<file path="config.mk">
export PLATFORM = sky130hd
export DESIGN_NAME = timer_loader
export DESIGN_NICKNAME = d
export VERILOG_FILES = /design/src/rtl/timer_loader.sv
export SDC_FILE = /design/constraint.sdc
export NUM_CORES = 1
export LEC_CHECK = 0
export CAP_MARGIN = 10
export CORE_ASPECT_RATIO = 1.2
export CORE_UTILIZATION = 44
export CTS_CLUSTER_DIAMETER = 150
export DETAILED_ROUTE_END_ITERATION = 8
export HOLD_SLACK_MARGIN = 0.08
export PLACE_DENSITY_LB_ADDON = 0.12
export SLEW_MARGIN = 20
export SYNTH_ARGS = -nofsm -noshare
export SYNTH_HDL_FRONTEND = slang
export SYNTH_SLANG_ARGS = --single-unit
</file>
<file path="constraint.sdc">
create_clock -name clk -period 1.62 [get_ports clk]
set_clock_uncertainty 0.1 [all_clocks]
set_input_delay 0.324 -clock clk [delete_from_list [all_inputs] [get_ports clk]]
set_output_delay 0.324 -clock clk [all_outputs]
set_load 0.005 [all_outputs]
</file>
<file path="src/rtl/timer_loader.sv">
// timer_loader: microwave-style m:ss keypad entry feeding the digit counters' parallel-load bus.
module timer_loader #(
  parameter logic [3:0] ENTER_CODE = 4'hA,
  parameter logic [3:0] CANCEL_CODE = 4'hB,
  parameter int MAX_TENS = 5
) (
  input  logic       clk,
  input  logic       clear,
  input  logic       key_valid,
  input  logic [3:0] key_code,
  input  logic       timer_busy,
  output logic       loadn,
  output logic [3:0] min_data,
  output logic [2:0] tens_data,
  output logic [3:0] units_data,
  output logic       entry_active,
  output logic [1:0] digit_count,
  output logic       error
);
  typedef enum logic [1:0] {IDLE, ENTRY, LOAD} state_t;
  localparam logic [3:0] max_t = 4'(MAX_TENS);
  state_t state;
  logic [11:0] digits;
  logic [1:0] cnt;
  logic is_digit, enter, cancel;
  assign is_digit = key_valid && !timer_busy && key_code <= 4'd9;
  assign enter = key_valid && !timer_busy && key_code == ENTER_CODE;
  assign cancel = key_valid && key_code == CANCEL_CODE;
  always_ff @(posedge clk)
    if (clear) begin
      state <= IDLE;
      digits <= '0;
      cnt <= '0;
      loadn <= 1'b1;
      error <= 1'b0;
    end else begin
      loadn <= 1'b1;
      error <= 1'b0;
      case (state)
        IDLE:
          if (is_digit) begin
            digits <= {digits[7:0], key_code};
            cnt <= 2'd1;
            state <= ENTRY;
          end
        ENTRY:
          if (cancel) begin
            digits <= '0;
            cnt <= '0;
            state <= IDLE;
          end else if (is_digit && cnt != 2'd3) begin
            digits <= {digits[7:0], key_code};
            cnt <= cnt + 2'd1;
          end else if (enter && digits[7:4] <= max_t) begin
            loadn <= 1'b0;
            state <= LOAD;
          end else if (enter) begin
            digits <= '0;
            cnt <= '0;
            error <= 1'b1;
            state <= IDLE;
          end
        default: begin
          digits <= '0;
          cnt <= '0;
          state <= IDLE;
        end
      endcase
    end
  // the bus always mirrors the buffer; counters only sample it while loadn is low
  assign min_data = digits[11:8];
  assign tens_data = digits[6:4];
  assign units_data = digits[3:0];
  assign digit_count = cnt;
  assign entry_active = cnt != 2'd0;
endmodule

</file>
# Word level (Yosys, flattened, before mapping)
# Cells that the tools add are included.
# W data, S select, Z words.
[op_classes]
n_eq_ne = 9
order_cmp = 2
n_bitwise = 1
div = 0
n_shift = 0
n_reduce_logical = 13
add_sub_neg = 1
multipliers = 0
mux = 18
[op_table]
columns = ["cell", "n"]
rows = [
  ["$mux W12", 5],
  ["$pmux W12 S2", 1],
  ["$mux W2", 8],
  ["$ne A4 B4 Y1 const B", 3],
  ["$eq A4 B4 Y1 const B", 2],
  ["$pmux W2 S2", 2],
  ["$logic_and A1 B1 Y1", 6],
  ["$reduce_and A3 Y1", 2],
  ["$reduce_or A5 Y1", 1],
  ["$le A4 B3 Y1 const B", 1],
  ["$le A4 B4 Y1 const B", 1],
  ["$ne A2 B2 Y1 const B", 2],
  ["$reduce_or A4 Y1", 1],
  ["$ne A3 B3 Y1 const B", 1],
  ["$add A2 B1 Y2 const B", 1],
  ["$eq A2 B1 Y1 const B", 1],
  ["$logic_not A2 Y1", 1],
  ["$mux W1", 2],
  ["$reduce_bool A2 Y1", 1],
  ["$logic_not A1 Y1", 1],
  ["$not A1 Y1", 1],
]
[word_totals]
latchBits = 0
romBits = 0
n_memories = 0
ram_bits = 0
wordCells = 49
in_bits = 8
regBits = 18
out_inout_bits = 16

# Depth between registers and ports, before layout
[depth]
ltp_word = 8
mapped_depth = 6
mapped_depth_nobuf = 4

# Worst setup path before layout
# Ideal clock, no wire load.
[synth_path]
kind = "flip-flop to flip-flop"
from = "register cnt[0] (netlist: digit_count[0])"
to = "register digits[4]"
t_required_ns = 1.448
setup_ns = 0.072
path_buffers = 1
synth_period_minus_slack_ns = 1.750
path_slack_ns = -0.130
path_stages_with_launch = 6
arrival_ns = 1.579
path_cell_list = "dfxtp_1 > ha_1 > o31ai_2 > buf_2 > or3b_2 > mux2i_1"
[synth_between]
elab_chain_len = 5
word_cells_on_any_way = 8
cone_classes = "eq/ne (3); mux (3); reduce/logical (2)"
[synth_lines]
columns = ["element", "line", "rtl"]
rows = [
  ["start: declaration", "24", "logic [1:0] cnt;"],
  ["start signal: assignment", "53", "cnt <= cnt + 2'd1;"],
  ["$ne A2 B2 Y1 (*)", "51", "end else if (is_digit && cnt != 2'd3) begin"],
  ["$logic_and A1 B1 Y1 (*)", "51", ""],
  ["$mux W12", "51", ""],
  ["$mux W12", "47", "if (cancel) begin"],
  ["$pmux W12 S2", "39", "case (state)"],
  ["end signal: assignment", "42", "digits <= {digits[7:0], key_code};"],
  ["end signal: assignment", "52", "digits <= {digits[7:0], key_code};"],
  ["end: declaration", "23", "logic [11:0] digits;"],
]
# Mark *: on every way between the ends. The rest lies on a longest branch, timed or not.
# A chain may end at the register's enable or synchronous reset.

# Worst setup path in the final report
[layout_path]
from = "input key_code[3]"
to = "register digits[8]"
[layout_between]
elab_chain_len = 6
word_cells_on_any_way = 15
cone_classes = "order compare (1); eq/ne (5); mux (3); reduce/logical (6)"
[layout_lines]
columns = ["element", "line", "rtl"]
rows = [
  ["start: declaration", "10", "input logic [3:0] key_code,"],
  ["$le A4 B4 Y1", "26", "assign is_digit = key_valid && !timer_busy && key_code <= 4'd9;"],
  ["$logic_and A1 B1 Y1", "26", ""],
  ["$logic_and A1 B1 Y1", "51", ""],
  ["$mux W12", "51", ""],
  ["$mux W12", "47", ""],
  ["$pmux W12 S2", "39", ""],
]
# Parallel ways exist; a longest one is shown, timed or not.

==> metrics.txt <==
residual antenna-violating net count after detailed routing=0; area of the mapped netlist=0.00102 mm²; total detailed-routing wirelength=2.47 mm; count of cell types in the netlist=31; H-tree depth=1; Sinks on Clock Net=18; sequential fraction of the synthesis area=35.3%; height of the chip=54.7 µm; x dimension of the die=45.9 µm; number of antenna violations at the first check in global routing=0; Max Freq=0.626 GHz; MaxCap Viol Count=0; row count=18; Yosys Warn Count=0; DIE AREA=0.00251 mm²; maximum fanout count along the critical path=7; worst-case vdd ir drop=506 µV; starting utilization of the core area=48.2%; Via-to-Cell Ratio=5.15; power share of the combinational group=24.0%; cell area after layout=0.00149 mm²; largest buffer count on any clock path=2; CTS Buf Count=3; total DRC errors in the routed layout=0; result of the run=finished, final reports clean; PnR worst setup slack=23.4 ps; number of global-route vias before repair=818; flip-flop and latch count after synthesis=18; fraction of the cycle the final worst path needs=98.6%; core region area=0.00212 mm²; Arrival @ worst endpoint=1690 ps; root buf cell=sky130_fd_sc_hd__clkbuf_4; proportion of layout cells with a drive suffix above 1=38.0%; global-route wire length before repair=3.75 mm; Worst Setup Slack post-DPL=-630 ps; r2r setup slk=50 ps; Setup CP Type=input pin to flop; Tot Pwr=0.980 mW; Tot GR Track Use=21.8%; final count of pins violating max slew=0; Synth Instances=106; number of buffers inserted by hold repair at cts=0; power per cell area=656 mW/mm²; cell internal power dissipation=0.732 mW; Clock power frac=28.5%; CTS tree=built; Setup Total Neg Slack=0 ps; Slew Limit Headroom=79.0%; endpoints failing setup=0; num ports=24; top flip-flop cell by instance count after synthesis=sky130_fd_sc_hd__dfxtp_1; minimum period implied by the final worst setup slack=1600 ps; DR pass1 iterations=4; path class of the lowest-slack min-delay path=input pin to flop; net count of the finished layout=153; switching pwr=0.248 mW; startpoint types=input pin; switching portion of total power=25.3%; endpoint required time on the critical path=1710 ps; ys async rst share=0%; DRT iter0 DRCs=18; register clock-pin slew on the reported worst setup and hold paths=100 ps; Critical Path Sink Type=flop; post-synthesis to final-layout area growth=46.5%; average size of a mapped cell=9.62 µm²; via count of the routed design=886; Synth Net Count=116; Post-DP HPWL=1.60 mm; slew at the pin closest to its max-slew limit=315 ps; worst skew pair latency=300 ps; leakage power figure=0.621 nW; diode insertion count for antenna repair=0; Fin. Hold Viols=0; area of placed instances=0.00132 mm²; routed wirelength normalized by instance count=14.4 µm; sequential cell fraction of total power=47.5%; IO buf count=23; gpl congestion=0.789; Post-synth EDFFs=0; final global-route overflow total=0; maximum number of pins on one net before global-route repair=11
==> Yosys cell counts (all sizes together), types with 2 or more instances <==
master / instances / share of area (%)
nand3: 8 / 3.9
mux2i: 13 / 13
o21a: 2 / 1.6
or2b: 2 / 1.5
nand2: 2 / 0.74
or3b: 5 / 4.3
nor4: 2 / 1.2
nand2b: 13 / 8.0
ha: 2 / 2.5
nor3: 3 / 1.5
o21ai: 2 / 0.98
buf: 15 / 13
dfxtp: 18 / 35
nor2: 3 / 1.1
or3: 2 / 1.2
inv: 4 / 1.5
==> worst max-delay path, cell delays in order <==
cell and delay [ps]:
sky130_fd_sc_hd__buf_2 120, sky130_fd_sc_hd__and3b_1 190, sky130_fd_sc_hd__a311o_1 370, sky130_fd_sc_hd__o31a_1 280, sky130_fd_sc_hd__bufbuf_16 290, sky130_fd_sc_hd__mux2i_1 110
==> kinds of logic (layout without fill, tap and decap cells) <==
logic type                 Yosys count  count (layout)  share of synthesized area (%)
buffers and inverters               20              56                           16.1
adders and majority gates            2               2                           2.45
AOI/OAI and AO/OA                   10              10                           7.73
muxes                               13              13                           12.8
DFF                                 18              18                           35.3
and+or+nand+nor                     43              43                           25.6
==> power groups by stage <==
| stage | Sequential, mW | Combinational (mW) | Clock (mW) |
|---|---|---|---|
| floorplan | 0.477 | 0.127 | 0 |
| global placement | 0.476 | 0.198 | 0 |
| detailed placement | 0.476 | 0.202 | 0 |
| CTS | 0.469 | 0.228 | 0.284 |
| global route | 0.467 | 0.250 | 0.305 |
| finish | 0.465 | 0.235 | 0.279 |
==> cell type report <==
| cell class | instances | area, µm² |
|---|---|---|
| fill | 182 | 623 |
| clock buffer | 4 | 36.3 |
| sequential | 18 | 382 |
| timing repair buffer | 48 | 438 |
| inverter | 4 | 15.0 |
| tap | 30 | 37.5 |
| multi-input combinational | 68 | 586 |
==> worst paths after layout <==
kind,startpoint,endpoint,cells after the start
hold / removal,key_code[2],digits[2],3
hold reg to reg,digits[7],state[1],1
setup reg to reg,state[0],digits[8],5
setup / recovery,key_code[3],digits[8],6
==> routing by layer <==
layer / track usage, % / part of all wire (%)
met1: 25.7 / 44
met2: 38.0 / 51
met3: 2.97 / 2.5
met4: 10.3 / 1.8
met5: 0 / 0
==> placed cells by master (no fill, tap or decap), types with 2 or more instances in the layout <==
cell / count
sky130_fd_sc_hd__buf_4: 22
sky130_fd_sc_hd__mux2i_1: 13
sky130_fd_sc_hd__nand2b_1: 12
sky130_fd_sc_hd__clkdlybuf4s50_1: 12
sky130_fd_sc_hd__dfxtp_1: 9
sky130_fd_sc_hd__nand3_1: 8
sky130_fd_sc_hd__dfxtp_2: 5
sky130_fd_sc_hd__dlygate4sd2_1: 5
sky130_fd_sc_hd__inv_1: 4
sky130_fd_sc_hd__or3b_4: 4
sky130_fd_sc_hd__dfxtp_4: 4
sky130_fd_sc_hd__nor2_1: 3
sky130_fd_sc_hd__clkbuf_4: 3
sky130_fd_sc_hd__buf_2: 3
sky130_fd_sc_hd__or2b_1: 2
sky130_fd_sc_hd__or3_1: 2
sky130_fd_sc_hd__nor3_1: 2
sky130_fd_sc_hd__nand2_1: 2
sky130_fd_sc_hd__dlymetal6s2s_1: 2
==> stage by stage <==
step,utilization (%),std cells,hold slack (ps)
6_report,70.6,172,212
3_3_place_gp,62.5,163,359
5_1_grt,70.6,172,205
3_5_place_dp,62.5,163,365
2_1_floorplan,-,106,336
4_1_cts,68.4,171,216
==> registers in the layout, summed over array words and instances, names as in the netlist <==
| signal | flops |
|---|---|
| digit_count | 2 |
| loadn | 1 |
| state | 2 |
| error | 1 |
| digits | 12 |
==> what timing repair did <==
item / 4_1_cts / 5_1_grt
endpoints found under the setup margin: 23 / 18
cloned: 1 / 0
hold endpoints to repair: 0 / 0
pin swaps: 6 / 2
setup buffers: 3 / 1
gates resized for setup: 32 / 17
Power figures use the tool's default switching activity.
==> variant: new RTL, same flow settings <==
Put a register stage on the outputs `min_data`, `tens_data`, `units_data` and `entry_active`, without a reset. The values now appear one clock later. The other outputs are not delayed to match.
--- a/src/rtl/timer_loader.sv
+++ b/src/rtl/timer_loader.sv
@@ -68,10 +68,12 @@
       endcase
     end
   // the bus always mirrors the buffer; counters only sample it while loadn is low
-  assign min_data = digits[11:8];
-  assign tens_data = digits[6:4];
-  assign units_data = digits[3:0];
   assign digit_count = cnt;
-  assign entry_active = cnt != 2'd0;
+  always_ff @(posedge clk) begin
+      min_data     <= digits[11:8];
+      tens_data    <= digits[6:4];
+      units_data   <= digits[3:0];
+      entry_active <= cnt != 2'd0;
+  end
 endmodule
 
Behaviour: not the same (a bounded check fails within 4 cycles, from zero or initial values).
==> variant against the original RTL <==
  * The flow now finishes with violations (setup timing)
  * Sequential cell count increased by 12
  * Register-to-register slack got worse by 0.15 ns
  * Power increased by 49%
  * Design area rose by 16%
  * Utilization grew 2.1 points
  * Routed wire length grew 2.9%
  * Synthesized cell count did not move
  * Global-route usage fell by 0.50 points
  * Worst setup slack worse by 0.13 ns
  * Die area up 11%
  * Synthesized area grew 12%
  * Maximum frequency fell by 7.3%
  * Sequential share of layout area grew 9.8 points
  * Final cell count grew 10%
==> variant: results (changes against the original RTL) <==
diodes: 0  # unchanged
p_leak_uw: 0.0007680  # +24%
fin_ws_ns: -0.1018  # -0.1251 ns
grt_pass1_wl_um: 4257  # +13%
dr_wl_met2_um: 1356  # +6.6%
drt-met1-wl_um: 995  # -8.9%
pre_cts_ws_ns: -0.6720  # -0.04224 ns
cts_inserted_buffers: 5  # +2
r2r-end: "digit_count[1]"
clockRootBuffer: "clkbuf_4"
synth-seq-area-share_pct: 52.63  # +17 points
crit_fanout: 3  # -4
critPathKind: "flop to flop"
p_seq_uw: 777  # +67%
grt_use_total_pct: 21.26  # -0.50 points
intPower_uw: 1106  # +51%
drtIter0Drc: 14  # -4
synth_commonest_cells: "30 x dfxtp_1, 14 x nand2_1, 13 x mux2i_1, 8 x nand3_1, 6 x or3b_2"
powerComb_uw: 225  # -4%
p_clk_uw: 461  # +65%
status: "complete, but fails checks"
place.gp.congestion: 0.8790  # +11%
placed_area_um2: 1587  # +20%
ir_drop_uv: 714.1  # +41%
fill_cells: 179  # -1.6%
fin_nets: 168  # +9.8%
avgRoutedWirePerCell_um: 13.39  # -6.8%
via_per_inst: 5.074  # -1.5%
crit_start: "digit_count[0]"
drive_above_1_share_pct: 35.85  # -2.2 points
setup_violations: 11  # +11
grt_pass1_vias: 1007  # +23%
cts_max_level: 2  # +1
wl_met3_um: 121  # +95%
wl_um: 2544  # +2.9%
cp_data_arrival_time_ns: 1.84  # +0.15 ns
insertion_delay_ns: 0.33  # +0.03 ns
cts_resized: 20  # -38%
cts_setup_buffers: 2  # -1
hpwl_um: 1845  # +15%
ys_types: 30  # -3.2%
max_slew_margin_pct: 76.49  # -2.5 points
placedCellCount: 179  # +9.8%
synthTopCellsByArea: "dfxtp_1 53%, mux2i_1 11%, nand2_1 4.6%"
violations: "setup timing"
variant: cell types whose count changed after synthesis, sizes merged, moves of 2 or more:
cell	change
nor4b	+2
or2b	-2
buf	-12
clkbuf	+2
nand2b	-12
dfxtp	+12
nand2	+12
variant: metal layers:
| layer | global-route usage [%] | up-vias |
|---|---|---|
| li1 | - | 479 |
| met1 | 19.74 | 449 |
| met2 | 38.03 | 29 |
| met3 | 7.874 | 7 |
| met4 | 16.39 | 0 |
| met5 | 0 | - |
variant: worst min path at each step:
stage,start,end,slack [ns]
finish,key_code[2],digits[2],0.17
global route,key_code[2],digits[2],0.19
CTS,digits[3],units_data[3],0.26
detailed placement,digits[3],units_data[3],0.24
global placement,digits[8],min_data[0],0.24
floorplan,digits[8],min_data[0],0.23
variant: logic make-up (layout without fill, tap and decap cells):
group	Yosys count	after routing	synth area share (%)
mux	13	13	11.40
compound gates	9	9	6.689
fa+ha+maj	2	2	2.193
flops	30	30	52.63
simple gates	42	42	21.60
buf+inv	10	63	5.482
variant: final cells by class:
class	count	area [µm²]	share of cell area [%]
clock buffers	7	55.05	3.188
well taps	31	38.79	2.246
inverters	5	18.77	1.087
repair buffers	50	444.2	25.72
clock inverters	1	5.005	0.2899
multi-input cells	66	554.3	32.10
flip-flops and latches	30	610.6	35.36
variant: through the flow:
step,setup TNS (ns),utilization (%)
floorplan,-1.125,-
global placement,-10.08,66.74
detailed placement,-10.61,66.74
CTS,-0.4792,72.05
global route,-0.8877,72.63
finish,-0.3641,72.63
variant: critical path, cell delays in order, from the launching register on:
cell,delay (ns)
dfxtp_4,0.36
ha_4,0.17
or3_4,0.37
a32o_2,0.28
buf_6,0.13
a31o_4,0.22
